===== config.mk =====
export PLATFORM = sky130hd
export DESIGN_NAME = fp_wb_arbiter_flat
export DESIGN_NICKNAME = d
export VERILOG_FILES = /design/src/rtl/fp_pkg.sv /design/src/rtl/fp_wb_arbiter_if.sv /design/src/rtl/fp_wb_arbiter_rr_arbiter.sv /design/src/rtl/fp_wb_arbiter.sv /design/src/flat_wrapper.sv
export SDC_FILE = /design/constraint.sdc
export NUM_CORES = 1
export LEC_CHECK = 0
export ABC_AREA = 1
export BUFFER_PORTS_ARGS = -buffer_cell sky130_fd_sc_hd__buf_4
export CAP_MARGIN = 20
export CORE_MARGIN = 1.5
export CORE_UTILIZATION = 44
export CTS_CLUSTER_DIAMETER = 30
export DETAILED_ROUTE_END_ITERATION = 10
export PLACE_DENSITY = 0.77
export SLEW_MARGIN = 20
export SYNTH_ARGS = -nofsm -noshare
export SYNTH_HDL_FRONTEND = slang
export SYNTH_SLANG_ARGS = --single-unit

===== constraint.sdc =====
create_clock -name clk -period 2.4 [get_ports clk]
set_input_delay 0.24 -clock clk [delete_from_list [all_inputs] [get_ports clk]]
set_output_delay 0.24 -clock clk [all_outputs]
set_load 0.005 [all_outputs]

===== src/rtl/fp_pkg.sv =====
// rtl/fp_pkg.sv - shared FP writeback constants
package fp_pkg;

    localparam int REQ_FPU  = 0;
    localparam int REQ_LOAD = 1;
    localparam int REQ_MOVE = 2;

    localparam int FP_NUM_REQ  = 3;
    localparam int FP_NUM_REGS = 32;
    localparam int FP_REG_W    = 5;
    localparam int FP_DATA_W   = 32;

endpackage


===== src/rtl/fp_wb_arbiter_if.sv =====
// rtl/fp_wb_arbiter_if.sv - writeback request bus and register-file write port
interface fp_wb_arbiter_if
    import fp_pkg::*;
#(
    parameter int NUM_REQ = FP_NUM_REQ,
    parameter int REG_W   = FP_REG_W,
    parameter int DATA_W  = FP_DATA_W
);

    logic [NUM_REQ-1:0]        req_valid;
    logic [NUM_REQ*REG_W-1:0]  req_reg;
    logic [NUM_REQ*DATA_W-1:0] req_data;
    logic [NUM_REQ-1:0]        req_ready;
    logic                      fp_reg_write;
    logic [REG_W-1:0]          write_reg;
    logic [DATA_W-1:0]         write_data;

    modport master (
        output req_valid, req_reg, req_data,
        input  req_ready, fp_reg_write, write_reg, write_data
    );

    modport slave (
        input  req_valid, req_reg, req_data,
        output req_ready, fp_reg_write, write_reg, write_data
    );

endinterface


===== src/rtl/fp_wb_arbiter_rr_arbiter.sv =====
// rtl/fp_wb_arbiter_rr_arbiter.sv - combinational round-robin grant search
module rr_arbiter #(
    parameter int NUM_REQ = 3,
    parameter int IDX_W   = (NUM_REQ > 1) ? $clog2(NUM_REQ) : 1
) (
    input  logic [NUM_REQ-1:0] req_valid,
    input  logic [IDX_W-1:0]   rr_ptr,
    output logic [NUM_REQ-1:0] grant,
    output logic [IDX_W-1:0]   grant_idx
);

    logic [IDX_W:0] cand;
    logic           found;

    // rr_ptr < NUM_REQ and k < NUM_REQ, so a single subtraction wraps the sum
    always_comb begin
        grant     = '0;
        grant_idx = '0;
        found     = 1'b0;
        cand      = '0;
        for (int k = 0; k < NUM_REQ; k++) begin
            cand = {1'b0, rr_ptr} + (IDX_W+1)'(k);
            if (cand >= (IDX_W+1)'(NUM_REQ))
                cand = cand - (IDX_W+1)'(NUM_REQ);
            if (!found && req_valid[cand[IDX_W-1:0]]) begin
                found                   = 1'b1;
                grant[cand[IDX_W-1:0]]  = 1'b1;
                grant_idx               = cand[IDX_W-1:0];
            end
        end
    end

endmodule


===== src/rtl/fp_wb_arbiter.sv =====
// rtl/fp_wb_arbiter.sv - FP register-file write port arbiter with RAW scoreboard
module fp_wb_arbiter
    import fp_pkg::*;
#(
    parameter int NUM_REQ  = FP_NUM_REQ,
    parameter int NUM_REGS = FP_NUM_REGS,
    parameter int REG_W    = FP_REG_W,
    parameter int DATA_W   = FP_DATA_W
) (
    input  logic                clk,
    input  logic                rst_n,
    fp_wb_arbiter_if.slave      wb,
    input  logic                issue_valid,
    input  logic [REG_W-1:0]    issue_reg,
    input  logic [REG_W-1:0]    query_reg1,
    input  logic [REG_W-1:0]    query_reg2,
    output logic                query_busy,
    output logic [NUM_REGS-1:0] busy_mask,
    output logic                err_double_issue
);

    localparam int IDX_W = (NUM_REQ > 1) ? $clog2(NUM_REQ) : 1;

    logic [IDX_W-1:0]    rr_ptr;
    logic [NUM_REQ-1:0]  grant;
    logic [IDX_W-1:0]    grant_idx;
    logic                hs;
    logic [REG_W-1:0]    win_reg;
    logic [DATA_W-1:0]   win_data;
    logic [NUM_REGS-1:0] set_vec;
    logic [NUM_REGS-1:0] clr_vec;
    logic [NUM_REGS-1:0] busy_next;
    logic                double_issue;

    rr_arbiter #(
        .NUM_REQ (NUM_REQ),
        .IDX_W   (IDX_W)
    ) u_rr (
        .req_valid (wb.req_valid),
        .rr_ptr    (rr_ptr),
        .grant     (grant),
        .grant_idx (grant_idx)
    );

    // Grants are suppressed during reset so no requester believes it was accepted
    assign wb.req_ready = rst_n ? grant : '0;
    assign hs           = |grant;

    always_comb begin
        win_reg  = '0;
        win_data = '0;
        for (int i = 0; i < NUM_REQ; i++) begin
            if (grant[i]) begin
                win_reg  = wb.req_reg[i*REG_W +: REG_W];
                win_data = wb.req_data[i*DATA_W +: DATA_W];
            end
        end
    end

    always_comb begin
        set_vec = '0;
        clr_vec = '0;
        if (issue_valid)
            set_vec[issue_reg] = 1'b1;
        if (hs)
            clr_vec[win_reg] = 1'b1;
    end

    // Set beats clear: a fresh issue to the register being written becomes its new pending writer
    assign busy_next    = set_vec | (busy_mask & ~clr_vec);
    assign double_issue = issue_valid & busy_mask[issue_reg] & ~clr_vec[issue_reg];
    assign query_busy   = busy_mask[query_reg1] | busy_mask[query_reg2];

    always_ff @(posedge clk or negedge rst_n) begin
        if (!rst_n) begin
            rr_ptr <= '0;
        end else if (hs) begin
            if (grant_idx == IDX_W'(NUM_REQ - 1))
                rr_ptr <= '0;
            else
                rr_ptr <= grant_idx + IDX_W'(1);
        end
    end

    always_ff @(posedge clk or negedge rst_n) begin
        if (!rst_n) begin
            wb.fp_reg_write <= 1'b0;
            wb.write_reg    <= '0;
            wb.write_data   <= '0;
        end else begin
            wb.fp_reg_write <= hs;
            if (hs) begin
                wb.write_reg  <= win_reg;
                wb.write_data <= win_data;
            end
        end
    end

    always_ff @(posedge clk or negedge rst_n) begin
        if (!rst_n) begin
            busy_mask        <= '0;
            err_double_issue <= 1'b0;
        end else begin
            busy_mask <= busy_next;
            if (double_issue)
                err_double_issue <= 1'b1;
        end
    end

endmodule


===== src/flat_wrapper.sv =====
// flat-port wrapper written by rule: the top's interface ports become plain ports
module fp_wb_arbiter_flat import fp_pkg::*;
#(
    parameter int NUM_REQ  = FP_NUM_REQ,
    parameter int NUM_REGS = FP_NUM_REGS,
    parameter int REG_W    = FP_REG_W,
    parameter int DATA_W   = FP_DATA_W
)
  (clk, rst_n, issue_valid, issue_reg, query_reg1, query_reg2, query_busy, busy_mask, err_double_issue, wb_req_valid, wb_req_reg, wb_req_data, wb_req_ready, wb_fp_reg_write, wb_write_reg, wb_write_data);
  fp_wb_arbiter_if #(.NUM_REQ(NUM_REQ), .REG_W(REG_W), .DATA_W(DATA_W)) wb_i ();
  input  logic clk;
  input  logic rst_n;
  input  logic issue_valid;
  input  logic [REG_W-1:0] issue_reg;
  input  logic [REG_W-1:0] query_reg1;
  input  logic [REG_W-1:0] query_reg2;
  output logic query_busy;
  output logic [NUM_REGS-1:0] busy_mask;
  output logic err_double_issue;
  input wire logic [$bits(wb_i.req_valid)-1:0] wb_req_valid;
  input wire logic [$bits(wb_i.req_reg)-1:0] wb_req_reg;
  input wire logic [$bits(wb_i.req_data)-1:0] wb_req_data;
  output wire logic [$bits(wb_i.req_ready)-1:0] wb_req_ready;
  output wire logic [$bits(wb_i.fp_reg_write)-1:0] wb_fp_reg_write;
  output wire logic [$bits(wb_i.write_reg)-1:0] wb_write_reg;
  output wire logic [$bits(wb_i.write_data)-1:0] wb_write_data;
  assign wb_i.req_valid = wb_req_valid;
  assign wb_i.req_reg = wb_req_reg;
  assign wb_i.req_data = wb_req_data;
  assign wb_req_ready = wb_i.req_ready;
  assign wb_fp_reg_write = wb_i.fp_reg_write;
  assign wb_write_reg = wb_i.write_reg;
  assign wb_write_data = wb_i.write_data;
  fp_wb_arbiter #(.NUM_REQ(NUM_REQ), .NUM_REGS(NUM_REGS), .REG_W(REG_W), .DATA_W(DATA_W)) u_core (.clk(clk), .rst_n(rst_n), .wb(wb_i), .issue_valid(issue_valid), .issue_reg(issue_reg), .query_reg1(query_reg1), .query_reg2(query_reg2), .query_busy(query_busy), .busy_mask(busy_mask), .err_double_issue(err_double_issue));
endmodule

==> impl_metrics.env, run 1 <==
export IMPL_die_height_um=110
export IMPL_synth_xor_area_share=0
export IMPL_placed_cell_area_mm2=0.00717
export IMPL_synth_top_area_share=0.366
export IMPL_cp_data_arrival_time_ns=3.28
export IMPL_post_synthesis_net_count=837
export IMPL_timing_critical_path_from_type="flip-flop"
export IMPL_cap_viol_max_count=0
export IMPL_detail_route_wl_per_cell_um=20.7
export IMPL_postRouteWirelength_mm=23.9
export IMPL_synth_top_family_by_area="compound AO/OA/AOI/OAI gates"
export IMPL_synth_area_mux_share=0
export IMPL_die_w_um=110
export IMPL_gp_congestion=0.983
export IMPL_violations_in_the_final_reports="negative setup slack"
export IMPL_comb_power_share=0.795
export IMPL_timing_max_slew_rel_slack=0.556
export IMPL_power_total_mw=18.9
export IMPL_cts_tree="yes"
export IMPL_drt_vias_per_instance=6.03
export IMPL_globalRoute_totalOverflow=0
export IMPL_synth_area_leader_cell="dfrtp_1"
export IMPL_leakage_nw=4.17
export IMPL_total_switching_power_mw=9.03
export IMPL_crit_path_end_kind="flip-flop"
export IMPL_synth_adder_area_share=0.0100
export IMPL_fin_crit_sh=1.27
export IMPL_yosysUniqueCellTypes=44
export IMPL_layout_cells_most_common="buf_4"
export IMPL_power_per_standard_cell_area_mw_per_mm2=2170
export IMPL_path_clk_slew_ns=0.06
export IMPL_cp_common_cell="nand2_1"
export IMPL_first_global_vias=6586
export IMPL_synth_compound_gate_area_share=0.284
export IMPL_fin_area_mm2=0.00870
export IMPL_cts_root_buf="clkbuf_16"
export IMPL_cts_buffers=9
export IMPL_critical_path_slowest_cell="dfrtp_2"
export IMPL_layout_cells_most_common_list="283 x buf_4, 108 x nand2_1, 71 x dfrtp_1"
export IMPL_internal_power_mw=9.86
export IMPL_grt_max_degree=52
export IMPL_synthesized_area_fraction_occupied_by_and_or_nand_nor_cells=0.262
export IMPL_postSynth_topFlopCell="dfrtp_1"
export IMPL_crit_path_max_fanout=7
export IMPL_drt_first_pass_iters=6
export IMPL_place_port_buffers=206
export IMPL_sw_frac_of_total=0.478
export IMPL_criticalPathCategory="reg2reg"
export IMPL_timing_critical_path_required_ns=2.64
export IMPL_max_clock_path_buffers=2
export IMPL_finalSetupViolCount=74
export IMPL_share_seq_of_total_power=0.133
export IMPL_synthToLayoutAreaGrowth_pct=74.1
export IMPL_dp_hpwl_mm=15.3
export IMPL_avg_synthesized_cell_area_um2=7.12
export IMPL_synth_cell_area_mm2=0.00499
export IMPL_async_reset_ff_frac=1.00
export IMPL_dr_total_vias=6979
export IMPL_syn_inst=701
export IMPL_die_footprint_mm2=0.0120
export IMPL_fmaxAchievable_ghz=0.329
export IMPL_report_final_slew_viol_count=0
export IMPL_core_mm2=0.0109
export IMPL_maximum_cell_stage_delay_along_the_critical_path_ns=0.44
export IMPL_clock_sink_count=73
export IMPL_std_cell_rows=38
export IMPL_final_hold_violation_count=0
export IMPL_outcome="finished, violations left"
export IMPL_finClkSkew_ns=0.00537
export IMPL_grt_setup_unrepaired="true"
export IMPL_starting_density_of_the_core=0.457
export IMPL_drt_iter0_drc=790
export IMPL_h_tree_depth=3
export IMPL_worstHoldPathType="in2reg"
export IMPL_synth_warning_count=0
export IMPL_ioPinCount=207
export IMPL_drive_above_1_share=0.468
export IMPL_synth_yosys_seq_area_share=0.366
export IMPL_synth_top_cells_by_area="dfrtp_1 37%, o21ai_0 11%, nand2_1 11%"
export IMPL_antenna_violating_nets_post_route=0
export IMPL_first_pass_grt_wire_length_mm=33.1
export IMPL_remaining_drc_errors=0
export IMPL_synth_edf_count=0
export IMPL_clk_insertion_delay_late_ns=0.35
export IMPL_min_period_ns=3.04
export IMPL_antenna_found_initial=1
export IMPL_fin_ws_ns=-0.641
export IMPL_postSynthRegisterBits=73
export IMPL_final_net_count=1148
export IMPL_power_ir_vdd_worst_uv=1290
export IMPL_tightestPinTransition_ns=0.666
export IMPL_power_clock_fraction=0.073
export IMPL_grtUsageTotal=0.362
==> layer usage <==
metal / GRT usage / wire length [um]
met4: 0.293 / 2090
met5: 0 / 0
met2: 0.622 / 11600
met3: 0.0646 / 2140
met1: 0.389 / 8040
==> worst max-delay path, delay by kind of cell (launching register included) <==
kind | cells | cell delay [ns]
and+or+nand+nor | 18 | 1.69
buffers and inverters | 6 | 0.48
DFF | 1 | 0.44
adders and majority gates | 1 | 0.17
AOI/OAI and AO/OA | 1 | 0.13
==> area by class of cell <==
| type | instances | area [um^2] |
|---|---|---|
| Multi-Input combinational cell | 529 | 3330 |
| Timing Repair Buffer | 332 | 2780 |
| Fill cell | 719 | 2240 |
| Sequential cell | 73 | 1830 |
| Inverter | 67 | 283 |
| Clock buffer | 10 | 239 |
| Tap cell | 140 | 175 |
| Clock inverter | 6 | 57.6 |
| Antenna cell | 1 | 2.50 |
==> power groups by stage <==
| stage | combinational [mW] | clock, mW | sequential, mW |
|---|---|---|---|
| after floorplan | 5.21 | 0 | 2.38 |
| after CTS | 12.6 | 1.36 | 2.47 |
| after detailed placement | 9.33 | 0 | 2.47 |
| after global routing | 15.8 | 1.41 | 2.57 |
| final | 15.0 | 1.37 | 2.51 |
| after global placement | 9.05 | 0 | 2.46 |
==> synth_stat cells, types with 2 or more instances <==
master,n
a211oi_1,3
a21o_1,2
a21oi_1,30
a21oi_2,4
a221oi_1,34
a22oi_1,13
buf_2,2
buf_4,2
clkbuf_1,27
dfrtp_1,73
ha_1,4
inv_1,58
inv_2,7
nand2_1,142
nand2_2,5
nand2_4,3
nand3_1,45
nand3_2,3
nand4_1,2
nor2_1,77
nor2_2,7
nor2_4,2
nor3_1,7
o211ai_1,3
o21ai_0,107
o21ai_1,5
o21ai_2,2
o221ai_1,5
o22ai_1,11
o31ai_1,2
==> final timing paths <==
kind	from	to	slack [ns]	depth (start not counted)
max in group asynchronous	rst_n	u_core.busy_mask[6]	1.08	3
hold / removal	wb_req_data[85]	u_core.wb.write_data[21]	0.15	3
hold reg to reg	u_core.wb.write_data[2]	u_core.wb.write_data[2]	0.48	2
min in group asynchronous	rst_n	u_core.wb.write_data[15]	0.34	2
setup reg to reg	u_core.rr_ptr[1]	u_core.err_double_issue	-0.64	26
setup / recovery	u_core.rr_ptr[1]	u_core.err_double_issue	-0.64	26
==> stage by stage <==
step / instances / hold WS (ns) / worst slack (ns) / util / TNS (ns)
2_1_floorplan: 701 / -0.0556 / -0.144 / - / -0.144
3_3_place_gp: 1077 / 0.150 / -0.442 / 0.656 / -17.44
3_5_place_dp: 1077 / 0.147 / -0.526 / 0.656 / -26.25
4_1_cts: 1134 / 0.157 / -0.424 / 0.754 / -18.75
5_1_grt: 1158 / 0.165 / -0.807 / 0.795 / -38.89
6_report: 1158 / 0.152 / -0.641 / 0.795 / -27.89
==> cell families (layout without fill, tap and decap cells) <==
group | after synthesis | in the layout
simple gates | 297 | 297
compound gates | 228 | 228
buf+inv | 99 | 415
flops | 73 | 73
fa+ha+maj | 4 | 4
other cells | 0 | 1
==> repair_timing <==
action / CTS / global route
cloned: 3 / 1
hold buffers: 1 / 0
gates resized for setup: 142 / 79
hold endpoints to repair: 22 / 0
endpoints found under the setup margin: 75 / 75
pin swaps: 30 / 22
buffers inserted: 39 / 23
Power figures use the tool's default switching activity.
==> run 2: changes to the inputs <==
Settings changed: CAP_MARGIN 20 to 0, CORE_MARGIN 1.5 to default, PLACE_DENSITY 0.77 to 0.8.
==> run 2 against run 1 <==
Fmax is 16% lower. The run ends with design-rule violations, negative setup slack left. Largest cell class unchanged. Die area is 1.8% lower. Global-route usage is 4.2 points higher. Final cell count is 0.35% higher. Setup slack worse by 0.57 ns. Design area is 4.4% higher. Critical path depth is 2 lower.
==> impl_metrics.env, run 2 (synthesis gave the netlist of run 1 again) <==
export IMPL_outcome="finished, violations left"
export IMPL_violations_in_the_final_reports="design-rule violations, negative setup slack"
export IMPL_criticalPathCategory="reg2reg"
export IMPL_first_pass_grt_wire_length_mm=35.9
export IMPL_globalRoute_totalOverflow=0
export IMPL_finClkSkew_ns=0.00927
export IMPL_postLayoutCoreUtil=0.831
export IMPL_fin_tns_setup_ns=-34.36
export IMPL_die_height_um=109
export IMPL_clock_sink_count=73
export IMPL_chain_of_cells_forming_the_critical_path="inv_4 > ha_2 > inv_2 > nand2_1 > nand2_2 > nand2_8 > inv_6 > nand2_4 > nand2_4 > inv_4 > nand2_4 > buf_6 > a21oi_4 > nand2_2 > o21ai_4 > nand2_2 > inv_4 > nand3_1 > nand2_1 > o21ai_1 > nand3_1 > nor2_2 > nand2_1 > nand2_1"
export IMPL_max_clock_path_buffers=2
export IMPL_crit_path_end_kind="flip-flop"
export IMPL_die_footprint_mm2=0.0118
export IMPL_h_tree_depth=3
export IMPL_antenna_found_initial=2
export IMPL_critical_path_slowest_cell="dfrtp_2"
export IMPL_drt_vias_per_instance=6.47
export IMPL_ant_diodes=0
export IMPL_cp_common_cell="nand2_1"
export IMPL_fin_crit_sh=1.50
export IMPL_grt_max_degree=49
export IMPL_antenna_violating_nets_post_route=0
export IMPL_remaining_drc_errors=1
export IMPL_timing_critical_path_required_ns=2.63
export IMPL_place_port_buffers=206
export IMPL_final_net_count=1153
export IMPL_first_global_vias=6817
export IMPL_timing_critical_path_from_type="flip-flop"
export IMPL_ioPinCount=207
export IMPL_dr_total_vias=7518
export IMPL_layoutNonFillerInstCount=1162
export IMPL_fin_ws_ns=-1.21
export IMPL_layout_cells_most_common_list="282 x buf_4, 71 x dfrtp_1, 69 x nand2_1"
export IMPL_timing_max_slew_rel_slack=0.375
export IMPL_drt_iter0_drc=1193
export IMPL_clk_insertion_delay_late_ns=0.34
export IMPL_drt_first_pass_iters=10
export IMPL_starting_density_of_the_core=0.457
export IMPL_cts_root_buf="clkbuf_16"
export IMPL_cap_viol_max_count=0
export IMPL_gp_congestion=0.973
export IMPL_core_mm2=0.0109
export IMPL_path_clk_slew_ns=0.06
export IMPL_final_hold_violation_count=0
export IMPL_dp_hpwl_mm=13.8
export IMPL_timing_critical_path_buf_inv=6
export IMPL_crit_path_max_fanout=8
export IMPL_worstHoldPathType="in2reg"
export IMPL_report_final_slew_viol_count=0
export IMPL_synthToLayoutAreaGrowth_pct=81.9
export IMPL_layout_cells_most_common="buf_4"
export IMPL_grtUsageTotal=0.404
export IMPL_placed_cell_area_mm2=0.00708
export IMPL_cp_data_arrival_time_ns=3.84
export IMPL_min_period_ns=3.61
export IMPL_std_cell_rows=38
export IMPL_maximum_cell_stage_delay_along_the_critical_path_ns=0.46
export IMPL_cts_tree="yes"
export IMPL_die_w_um=109
export IMPL_cpLargestDelayFamily="simple AND/OR/NAND/NOR gates"
export IMPL_tightestPinTransition_ns=0.938
export IMPL_fmaxAchievable_ghz=0.277
export IMPL_postRouteWirelength_mm=28.1
export IMPL_place_detailed_instances=1071
export IMPL_grt_setup_unrepaired="true"
export IMPL_drive_above_1_share=0.526
export IMPL_detail_route_wl_per_cell_um=24.2
export IMPL_fin_area_mm2=0.00908
export IMPL_cts_buffers=9
export IMPL_finalSetupViolCount=74
-- run 2: layout make-up --
type                    instances  area (um^2)
fillers                       589         1850
multi-input cells             530         3620
inverters                      67          288
clock buffers                  12          246
flip-flops and latches         73         1830
repair buffers                336         2870
well taps                     140          175
clock inverters                 4         52.6
-- run 2: layer usage --
metal	global-route usage	share of wire	vias to the layer above
li1	-	-	3073
met3	0.0826	0.13	263
met5	0	0.00046	-
met2	0.661	0.45	757
met4	0.286	0.093	2
met1	0.473	0.32	3423
-- run 2: repair_timing --
| action | 4_1_cts | 5_1_grt |
|---|---|---|
| gates resized for setup | 215 | 114 |
| gates cloned | 6 | 0 |
| setup buffers | 37 | 33 |
| hold endpoints to repair | 25 | 0 |
| setup endpoints to repair | 73 | 75 |
| pin swaps | 54 | 53 |
| hold buffers | 1 | 0 |
-- run 2: final timing paths --
check	from	end	slack, ns	cells after the start
max in group asynchronous	rst_n	u_core.busy_mask[10]	1.06	3
max	u_core.rr_ptr[1]	u_core.err_double_issue	-1.21	24
min	wb_req_data[86]	u_core.wb.write_data[22]	0.15	3
max reg2reg	u_core.rr_ptr[1]	u_core.err_double_issue	-1.21	24
min in group asynchronous	rst_n	u_core.wb.write_data[18]	0.36	2
min reg2reg	u_core.wb.write_reg[4]	u_core.wb.write_reg[4]	0.51	2
-- run 2: worst register-to-register path: stages (launching register included) --
cell and delay, ns:
dfrtp_2 0.46, inv_4 0.09, ha_2 0.18, inv_2 0.05, nand2_1 0.10, nand2_2 0.10
nand2_8 0.14, inv_6 0.06, nand2_4 0.08, nand2_4 0.06, inv_4 0.06, nand2_4 0.07
buf_6 0.14, a21oi_4 0.28, nand2_2 0.13, o21ai_4 0.15, nand2_2 0.14, inv_4 0.12
nand3_1 0.28, nand2_1 0.37, o21ai_1 0.13, nand3_1 0.12, nor2_2 0.06, nand2_1 0.07
nand2_1 0.05
-- run 2: through the flow --
step	hold slack, ns	setup WS (ns)
4_1_cts	0.158	-0.323
3_5_place_dp	0.172	-0.475
2_1_floorplan	-0.0556	-0.144
5_1_grt	0.163	-1.17
6_report	0.150	-1.21
3_3_place_gp	0.171	-0.399
Power of run 2 is left out: the tool's default activity adds up to more than one toggle a clock period on the data nets, which glitch-free logic cannot reach.
==> run 3: changes to the inputs <==
Settings changed: CORE_ASPECT_RATIO from default to 0.8.
==> run 3 against run 2 <==
The flow finishes with violations (negative setup slack). Largest cell class unchanged. Setup slack gained 0.49 ns. Critical path depth fell by 1. Non-clock buffer count is 20 lower. Clock skew down 0.00076 ns. Count of clock-buffer cells in the layout stayed put. Core utilization decreased by 4.6 points. First-iteration DRC count rose by 25%. Global-route usage decreased by 0.74 points.
==> impl_metrics.env, run 3 (synthesis gave the netlist of run 1 again) <==
export IMPL_criticalPathCategory="reg2reg"
export IMPL_layout_cells_most_common="buf_4"
export IMPL_starting_density_of_the_core=0.455
export IMPL_finClkSkew_ns=0.00852
export IMPL_h_tree_depth=3
export IMPL_first_pass_grt_wire_length_mm=35.7
export IMPL_ant_diodes=0
export IMPL_layout_cells_most_common_list="287 x buf_4, 108 x nand2_1, 72 x dfrtp_1"
export IMPL_cts_root_buf="clkbuf_16"
export IMPL_cts_buffers=9
export IMPL_die_height_um=97.3
export IMPL_timing_max_slew_rel_slack=0.574
export IMPL_grt_max_degree=40
export IMPL_place_detailed_instances=1088
export IMPL_ioPinCount=207
export IMPL_dr_total_vias=7312
export IMPL_die_footprint_mm2=0.0118
export IMPL_clk_insertion_delay_late_ns=0.36
export IMPL_fin_crit_sh=1.30
export IMPL_fin_ws_ns=-0.719
export IMPL_violations_in_the_final_reports="negative setup slack"
export IMPL_first_global_vias=6682
export IMPL_globalRoute_totalOverflow=0
export IMPL_drt_vias_per_instance=6.37
export IMPL_postRouteWirelength_mm=25.4
export IMPL_grtUsageTotal=0.397
export IMPL_cp_endpoint="u_core.err_double_issue"
export IMPL_rrSetupSlack_ns=-0.72
export IMPL_dp_hpwl_mm=14.8
export IMPL_crit_path_end_kind="flip-flop"
export IMPL_regToRegEndpoint="u_core.err_double_issue"
export IMPL_clock_sink_count=73
export IMPL_place_port_buffers=206
export IMPL_synthToLayoutAreaGrowth_pct=72.5
export IMPL_std_cell_rows=34
export IMPL_finalSetupViolCount=74
export IMPL_ff2ff_path_depth=23
export IMPL_drt_first_pass_iters=6
export IMPL_placed_cell_area_mm2=0.00719
export IMPL_worstReg2RegStart="u_core.rr_ptr[1]"
export IMPL_fin_tns_setup_ns=-17.08
export IMPL_drt_iter0_drc=1497
export IMPL_cp_data_arrival_time_ns=3.36
export IMPL_timing_critical_path_required_ns=2.64
export IMPL_core_mm2=0.0110
export IMPL_min_period_ns=3.12
export IMPL_path_clk_slew_ns=0.06
export IMPL_final_net_count=1134
export IMPL_max_clock_path_buffers=2
export IMPL_cap_viol_max_count=0
export IMPL_cp_startpoint="u_core.rr_ptr[1]"
export IMPL_antenna_found_initial=0
export IMPL_worstHoldPathType="in2reg"
export IMPL_gp_congestion=0.935
export IMPL_drive_above_1_share=0.460
export IMPL_final_hold_violation_count=0
export IMPL_tightestPinTransition_ns=0.634
export IMPL_remaining_drc_errors=0
export IMPL_grt_setup_unrepaired="true"
export IMPL_layoutNonFillerInstCount=1147
export IMPL_detail_route_wl_per_cell_um=22.2
export IMPL_report_final_slew_viol_count=0
export IMPL_crit_path_max_fanout=12
export IMPL_cts_tree="yes"
export IMPL_die_w_um=121
export IMPL_timing_critical_path_from_type="flip-flop"
export IMPL_antenna_violating_nets_post_route=0
export IMPL_outcome="finished, violations left"
export IMPL_fin_area_mm2=0.00861
export IMPL_fmaxAchievable_ghz=0.321
-- run 3: critical path, stage by stage, from the launching register on --
cell     delay, ns
dfrtp_1       0.44
inv_2         0.11
ha_4          0.17
inv_2         0.05
nand2_2       0.08
nand3_2       0.09
nand2_4       0.16
nand3_4       0.13
nor2_4        0.11
inv_2         0.07
nand2_8       0.11
inv_8         0.07
or2_4         0.26
nand2_8       0.10
buf_12        0.12
nand3_4       0.18
nor2_4        0.19
nand2_1       0.08
nand2_1       0.08
o21ai_1       0.07
nand2_1       0.14
nor2_2        0.07
nand2_1       0.07
nand2_1       0.05
-- run 3: worst min-delay path by stage --
stage / startpoint / cells past startpoint / slack [ns] / end
floorplan: rst_n / 0 / -0.06 / u_core.busy_mask[0]
global placement: rst_n / 1 / 0.24 / u_core.wb.write_data[8]
detailed placement: rst_n / 1 / 0.24 / u_core.wb.write_data[8]
CTS: wb_req_data[94] / 3 / 0.16 / u_core.wb.write_data[30]
global route: wb_req_data[85] / 3 / 0.17 / u_core.wb.write_data[21]
finish: wb_req_data[94] / 3 / 0.16 / u_core.wb.write_data[30]
-- run 3: metrics by stage --
step,utilization,worst slack (ns),hold WS [ns]
2_1_floorplan,-,-0.144,-0.0556
3_3_place_gp,0.655,-0.420,0.242
3_5_place_dp,0.655,-0.517,0.243
4_1_cts,0.755,-0.443,0.162
5_1_grt,0.785,-0.824,0.171
6_report,0.785,-0.719,0.157
-- run 3: cell type report --
cell class / count / area [um^2]
tap: 144 / 180
inverter: 67 / 289
sequential: 73 / 1830
multi-input combinational: 531 / 3370
timing repair buffer: 316 / 2620
clock buffer: 12 / 256
fill: 685 / 2360
clock inverter: 4 / 75.1
-- run 3: what timing repair did --
action,4_1_cts,5_1_grt
setup endpoints to repair,74,75
cloned,7,0
buffers inserted,25,12
gates resized for setup,136,65
hold buffers,1,0
hold endpoints to repair,37,0
pin swaps,32,20
-- run 3: per-layer routing --
metal  share of wire  GRT usage  routed length, um  up-vias
li1                -          -                  -     3047
met2            0.43      0.604              11100      707
met1            0.36      0.525               9040     3336
met3            0.14      0.112               3530      222
met4           0.071      0.170               1810        0
met5               0          0                  0        -
Power of run 3 is left out for the same reason.
